[src/rtl/branch_predictor.sv]
// ---------------------------------------------------------------------------
// branch_predictor
//   Commit-trained tournament branch predictor. A fetch PC is looked up
//   combinationally, giving a taken/not-taken prediction plus the two table
//   indices used. Those indices travel with the branch and come back at commit,
//   where they select the entries to train.
//
//   Build option: define BP_TOURNAMENT_EN for the full tournament (global
//   counters, selector table and committed global history). Without it only
//   the local counter table is built, pred_g_ind is tied to zero and
//   upd_g_ind is ignored.
//
// Ports
//   clk_in       clock, rising edge
//   rst_in       asynchronous active-high reset
//   rdy_in       low = pause, no state changes
//   query_addr   fetch PC to predict
//   pred_out     prediction (0/1, zero-extended), combinational
//   pred_g_ind   global table index used by the lookup
//   pred_l_ind   local/selector table index used by the lookup
//   upd_valid    a committed branch is presented this cycle
//   upd_res      actual outcome, bit 0 only (1 = taken)
//   upd_correct  ROB correctness flag, not used for training
//   upd_g_ind    global index returned with the branch
//   upd_l_ind    local index returned with the branch
// ---------------------------------------------------------------------------
module branch_predictor #(
  parameter int PRED_TABLE_BIT = 6
) (
  input  logic                      clk_in,
  input  logic                      rst_in,
  input  logic                      rdy_in,
  input  logic [31:0]               query_addr,
  output logic [31:0]               pred_out,
  output logic [PRED_TABLE_BIT-1:0] pred_g_ind,
  output logic [PRED_TABLE_BIT-1:0] pred_l_ind,
  input  logic                      upd_valid,
  input  logic [31:0]               upd_res,
  input  logic                      upd_correct,
  input  logic [PRED_TABLE_BIT-1:0] upd_g_ind,
  input  logic [PRED_TABLE_BIT-1:0] upd_l_ind
);

  localparam int N = 1 << PRED_TABLE_BIT;

  function automatic logic [1:0] sat_step(input logic [1:0] c, input logic up);
    if (up) return (c == 2'd3) ? 2'd3 : c + 2'd1;
    else    return (c == 2'd0) ? 2'd0 : c - 2'd1;
  endfunction

  logic       upd_en;
  logic       upd_taken;
  logic       lp;
  logic [1:0] l_cnt_d;
  logic [1:0] l_cnt_q [N];

  assign upd_en    = rdy_in & upd_valid;
  assign upd_taken = upd_res[0];

  // Halfword granularity so compressed instructions get their own entries.
  assign pred_l_ind = query_addr[PRED_TABLE_BIT:1];
  assign lp         = l_cnt_q[pred_l_ind][1];
  assign l_cnt_d    = sat_step(l_cnt_q[upd_l_ind], upd_taken);

  always_ff @(posedge clk_in or posedge rst_in) begin
    if (rst_in) begin
      for (int i = 0; i < N; i++) l_cnt_q[i] <= 2'b01;
    end else if (upd_en) begin
      l_cnt_q[upd_l_ind] <= l_cnt_d;
    end
  end

`ifdef BP_TOURNAMENT_EN
  logic                      gp;
  logic                      g_ok;
  logic                      l_ok;
  logic [1:0]                g_cnt_d;
  logic [1:0]                sel_d;
  logic [PRED_TABLE_BIT-1:0] ghr_d;
  logic [1:0]                g_cnt_q [N];
  logic [1:0]                sel_q   [N];
  logic [PRED_TABLE_BIT-1:0] ghr_q;

  assign pred_g_ind = pred_l_ind ^ ghr_q;
  assign gp         = g_cnt_q[pred_g_ind][1];
  assign pred_out   = {31'b0, sel_q[pred_l_ind][1] ? gp : lp};

  // Selector is judged on the component predictions as they stood before
  // this update trains them.
  assign l_ok    = (l_cnt_q[upd_l_ind][1] == upd_taken);
  assign g_ok    = (g_cnt_q[upd_g_ind][1] == upd_taken);
  assign g_cnt_d = sat_step(g_cnt_q[upd_g_ind], upd_taken);
  assign ghr_d   = {ghr_q[PRED_TABLE_BIT-2:0], upd_taken};

  always_comb begin
    sel_d = sel_q[upd_l_ind];
    if (g_ok && !l_ok)      sel_d = sat_step(sel_q[upd_l_ind], 1'b1);
    else if (l_ok && !g_ok) sel_d = sat_step(sel_q[upd_l_ind], 1'b0);
  end

  always_ff @(posedge clk_in or posedge rst_in) begin
    if (rst_in) begin
      for (int i = 0; i < N; i++) begin
        g_cnt_q[i] <= 2'b01;
        sel_q[i]   <= 2'b01;
      end
      ghr_q <= '0;
    end else if (upd_en) begin
      g_cnt_q[upd_g_ind] <= g_cnt_d;
      sel_q[upd_l_ind]   <= sel_d;
      ghr_q              <= ghr_d;
    end
  end

  logic unused_bits;
  assign unused_bits = ^{upd_correct, upd_res[31:1],
                         query_addr[31:PRED_TABLE_BIT+1], query_addr[0]};
`else
  assign pred_g_ind = '0;
  assign pred_out   = {31'b0, lp};

  logic unused_bits;
  assign unused_bits = ^{upd_correct, upd_res[31:1], upd_g_ind,
                         query_addr[31:PRED_TABLE_BIT+1], query_addr[0]};
`endif

endmodule

[config.mk]
export PLATFORM = sky130hd
export DESIGN_NAME = branch_predictor
export DESIGN_NICKNAME = d
export VERILOG_FILES = /design/src/rtl/branch_predictor.sv
export SDC_FILE = /design/constraint.sdc
export NUM_CORES = 1
export LEC_CHECK = 0
export CORE_MARGIN = 2
export CORE_UTILIZATION = 49
export CTS_CLUSTER_SIZE = 24
export DETAILED_ROUTE_END_ITERATION = 10
export GPL_ROUTABILITY_DRIVEN = 0
export PLACE_DENSITY_LB_ADDON = 0.05
export SLEW_MARGIN = 15
export SYNTH_ARGS = -nofsm -noshare
export SYNTH_HDL_FRONTEND = slang
export SYNTH_SLANG_ARGS = --single-unit
[constraint.sdc]
create_clock -name clk_in -period 4.1 [get_ports clk_in]
set_input_delay 0.82 -clock clk_in [delete_from_list [all_inputs] [get_ports clk_in]]
set_output_delay 0.82 -clock clk_in [all_outputs]
set_load 0.05 [all_outputs]
==> impl_metrics.yaml <==
power:
  p_clk_share_pct: 44.8
  switching_share_pct: 27.5
  peakVddDrop_uv: 303
  p_int_mw: 2.70
  p_leak_nw: 3.34
  sequentialPowerShare_pct: 39.5
  p_sw_mw: 1.03
  p_per_area_nw_per_um2: 439
  p_comb_share_pct: 15.7
floorplan:
  num_io_pins: 125
  die_h_um: 126
  start_util_pct: 50.0
  die_area_um2: 15800
  core-area_um2: 14500
  die_w_um: 126
  rows: 44
setup_path:
  path_cells: "clkdlybuf4s50_1 -> buf_12 -> mux4_2 -> mux4_2 -> mux4_2 -> buf_4"
  required_ns: 3.28
  critPathKind: "in -> out"
  worst-path-max-fanout: 16
  end_kind: "output port"
  arrival_ns: 3.20
  critPathSlowestCell: "clkdlybuf4s50_1"
  worst_path_most_repeated_cell: "mux4_2"
  start_kind: "input pin"
  slowest_delay_ns: 0.56
routing:
  ant_nets: 0
  drc: 0
  vias_per_cell: 6.18
  wire_per_inst_um: 22.3
  dr.pass1.iters: 7
  routed-via-count: 5922
  drt_wl_total_mm: 21.4
  drt_iter0_markers: 586
outcome:
  status: "finished, final reports clean"
grt:
  antenna_found_initial: 0
  grt_overflow_total: 0
  grt_max_degree: 65
  first_global_vias: 5700
  track_usage_pct: 28.1
  grt_pass1_wl_mm: 33.6
cts:
  clkLatencyLatePin_ns: 0.43
  post_cts_buffers: 0
  htree_num_levels: 4
  cts_buffer_depth: 2
  cts-root-buf: "clkbuf_16"
  numCtsBuffers: 17
  path_clk_slew_ns: 0.06
  cts_tree: "yes"
  cts_num_sinks: 128
logic_synthesis:
  ys_top_cells_by_count: "214 x nand2_1, 129 x o31ai_1, 64 x dfrtp_1, 64 x dfstp_2, 43 x buf_4"
  yosysUniqueCellTypes: 48
  syn_inst: 727
  yosysTopAreaCell: "dfstp_2"
  synth_area_leaders: "dfstp_2 23%, dfrtp_1 22%, o31ai_1 13%, nand2_1 11%, mux4_2 8.7%"
  yosysMostFrequentCell: "nand2_1"
  ys_async_sr_fraction_pct: 100
  ys_seq_elements: 128
  ys.flop_type: "dfstp_2"
  synth-edff-count: 0
  synth_top_area_share_pct: 23.2
  synth_warnings: 0
  avgSynthCellArea_um2: 9.95
  synthesis.area_um2: 7240
  ys_seq_area_share_pct: 45.4
timing:
  skew_ns: 0.00930
  fin_crit_ns: 4.02
  rsz0062_at_grt: "false"
  fin_tns_setup_ns: 0
  fin_crit_sh_pct: 98.1
  layout_setup_ws_ns: 0.0774
  clock.fmax_mhz: 249
  worstMarginPinSlew_ns: 0.903
  slew_viol_final: 0
  slew_headroom_pct: 39.4
  finalSetupViolCount: 0
  hold_violations: 0
cells_and_area:
  fill_cells: 1243
  final_util_pct: 58.6
  multiInputGateArea_um2: 3560
  largest_reg_flops: 128
  area_growth_pct: 17.3
  fin_nets: 843
  reg_top3: "l_cnt_q x128"
  instances_no_fill: 959
  drive_gt1_share_pct: 25.2
  top_register: "l_cnt_q"
  num_antenna_cells: 0
  design_area_um2: 8490
  regArea_um2: 3280
placement:
  place_area_um2: 7810
  dp.final_hpwl_mm: 14.7
  port_buffers: 23
  place_ws_ns: -0.0937
  post-place-cells: 926
worst_hold_path:
  worst_hold_path_type: "reg -> reg"
flow_run:
  drv_cap: 0
## worst paths after layout
kind,start,to,slack [ns],cells past startpoint
min,l_cnt_q[38]$_DFFE_PP1P_,l_cnt_q[38]$_DFFE_PP1P_,0.47,2
max,query_addr[2],pred_out[0],0.08,6
max in group asynchronous,rst_in,l_cnt_q[13]$_DFFE_PP0P_,2.30,3
max reg2reg,l_cnt_q[13]$_DFFE_PP0P_,l_cnt_q[26]$_DFFE_PP1P_,1.21,10
min reg2reg,l_cnt_q[38]$_DFFE_PP1P_,l_cnt_q[38]$_DFFE_PP1P_,0.47,2
min in group asynchronous,rst_in,l_cnt_q[121]$_DFFE_PP0P_,0.71,2
## cell usage in the layout, fill, tap and decap left out, drive strengths merged, types with 18 or more instances in the layout
cell type / instances
o31ai: 129
mux4: 28
clkbuf: 18
conb: 37
buf: 54
dfrtp: 64
clkdlybuf4s50: 18
dfstp: 64
nand2: 214
mux2i: 21
## worst max-delay path: cells and delay by family
kind     cells  cell delay (ns)
buf+inv      3             0.98
mux          3             1.40
## power by group through the flow
| stage | combinational [mW] | clock, mW | sequential [mW] |
|---|---|---|---|
| global route | 0.631 | 1.76 | 1.49 |
| floorplan | 0.430 | 0 | 1.47 |
| detailed placement | 0.580 | 0 | 1.49 |
| global placement | 0.569 | 0 | 1.49 |
| CTS | 0.584 | 1.70 | 1.47 |
| finish | 0.586 | 1.67 | 1.47 |
## logic make-up (layout without fill, tap and decap cells)
| family | after synthesis | count (layout) | synth area share (%) |
|---|---|---|---|
| AO/OA/AOI/OAI | 180 | 180 | 19.3 |
| other | 1 | 37 | 0.0518 |
| buffers and inverters | 98 | 110 | 7.68 |
| flip-flops | 128 | 128 | 45.4 |
| multiplexers | 58 | 58 | 13.0 |
| AND/OR/NAND/NOR | 262 | 262 | 14.6 |
## repair_timing
item,in CTS,in global routing
hold buffers,0,0
gates resized for setup,1,0
setup endpoints to repair,1,0
## cell type report
type	instances	area share (%)
multi-input combinational	537	41.9
inverter	4	0.221
clock inverter	14	2.49
sequential	128	38.7
tap	184	2.71
timing repair buffer	74	8.80
clock buffer	18	5.17
## through the flow
step | hold WS (ns) | total power, mW
final | 0.467 | 3.73
after global routing | 0.485 | 3.87
after CTS | 0.470 | 3.75
after detailed placement | 0.461 | 2.07
after global placement | 0.458 | 2.06
after floorplan | 0.450 | 1.90
## metal layers
layer	vias up	share of wire, %	global-route usage, %
li1	2685	-	-
met3	44	9.0	8.64
met5	-	0	0
met4	0	3.3	11.5
met1	2927	42	38.4
met2	266	46	41.8
No activity file was read; power rests on OpenSTA's default activity.
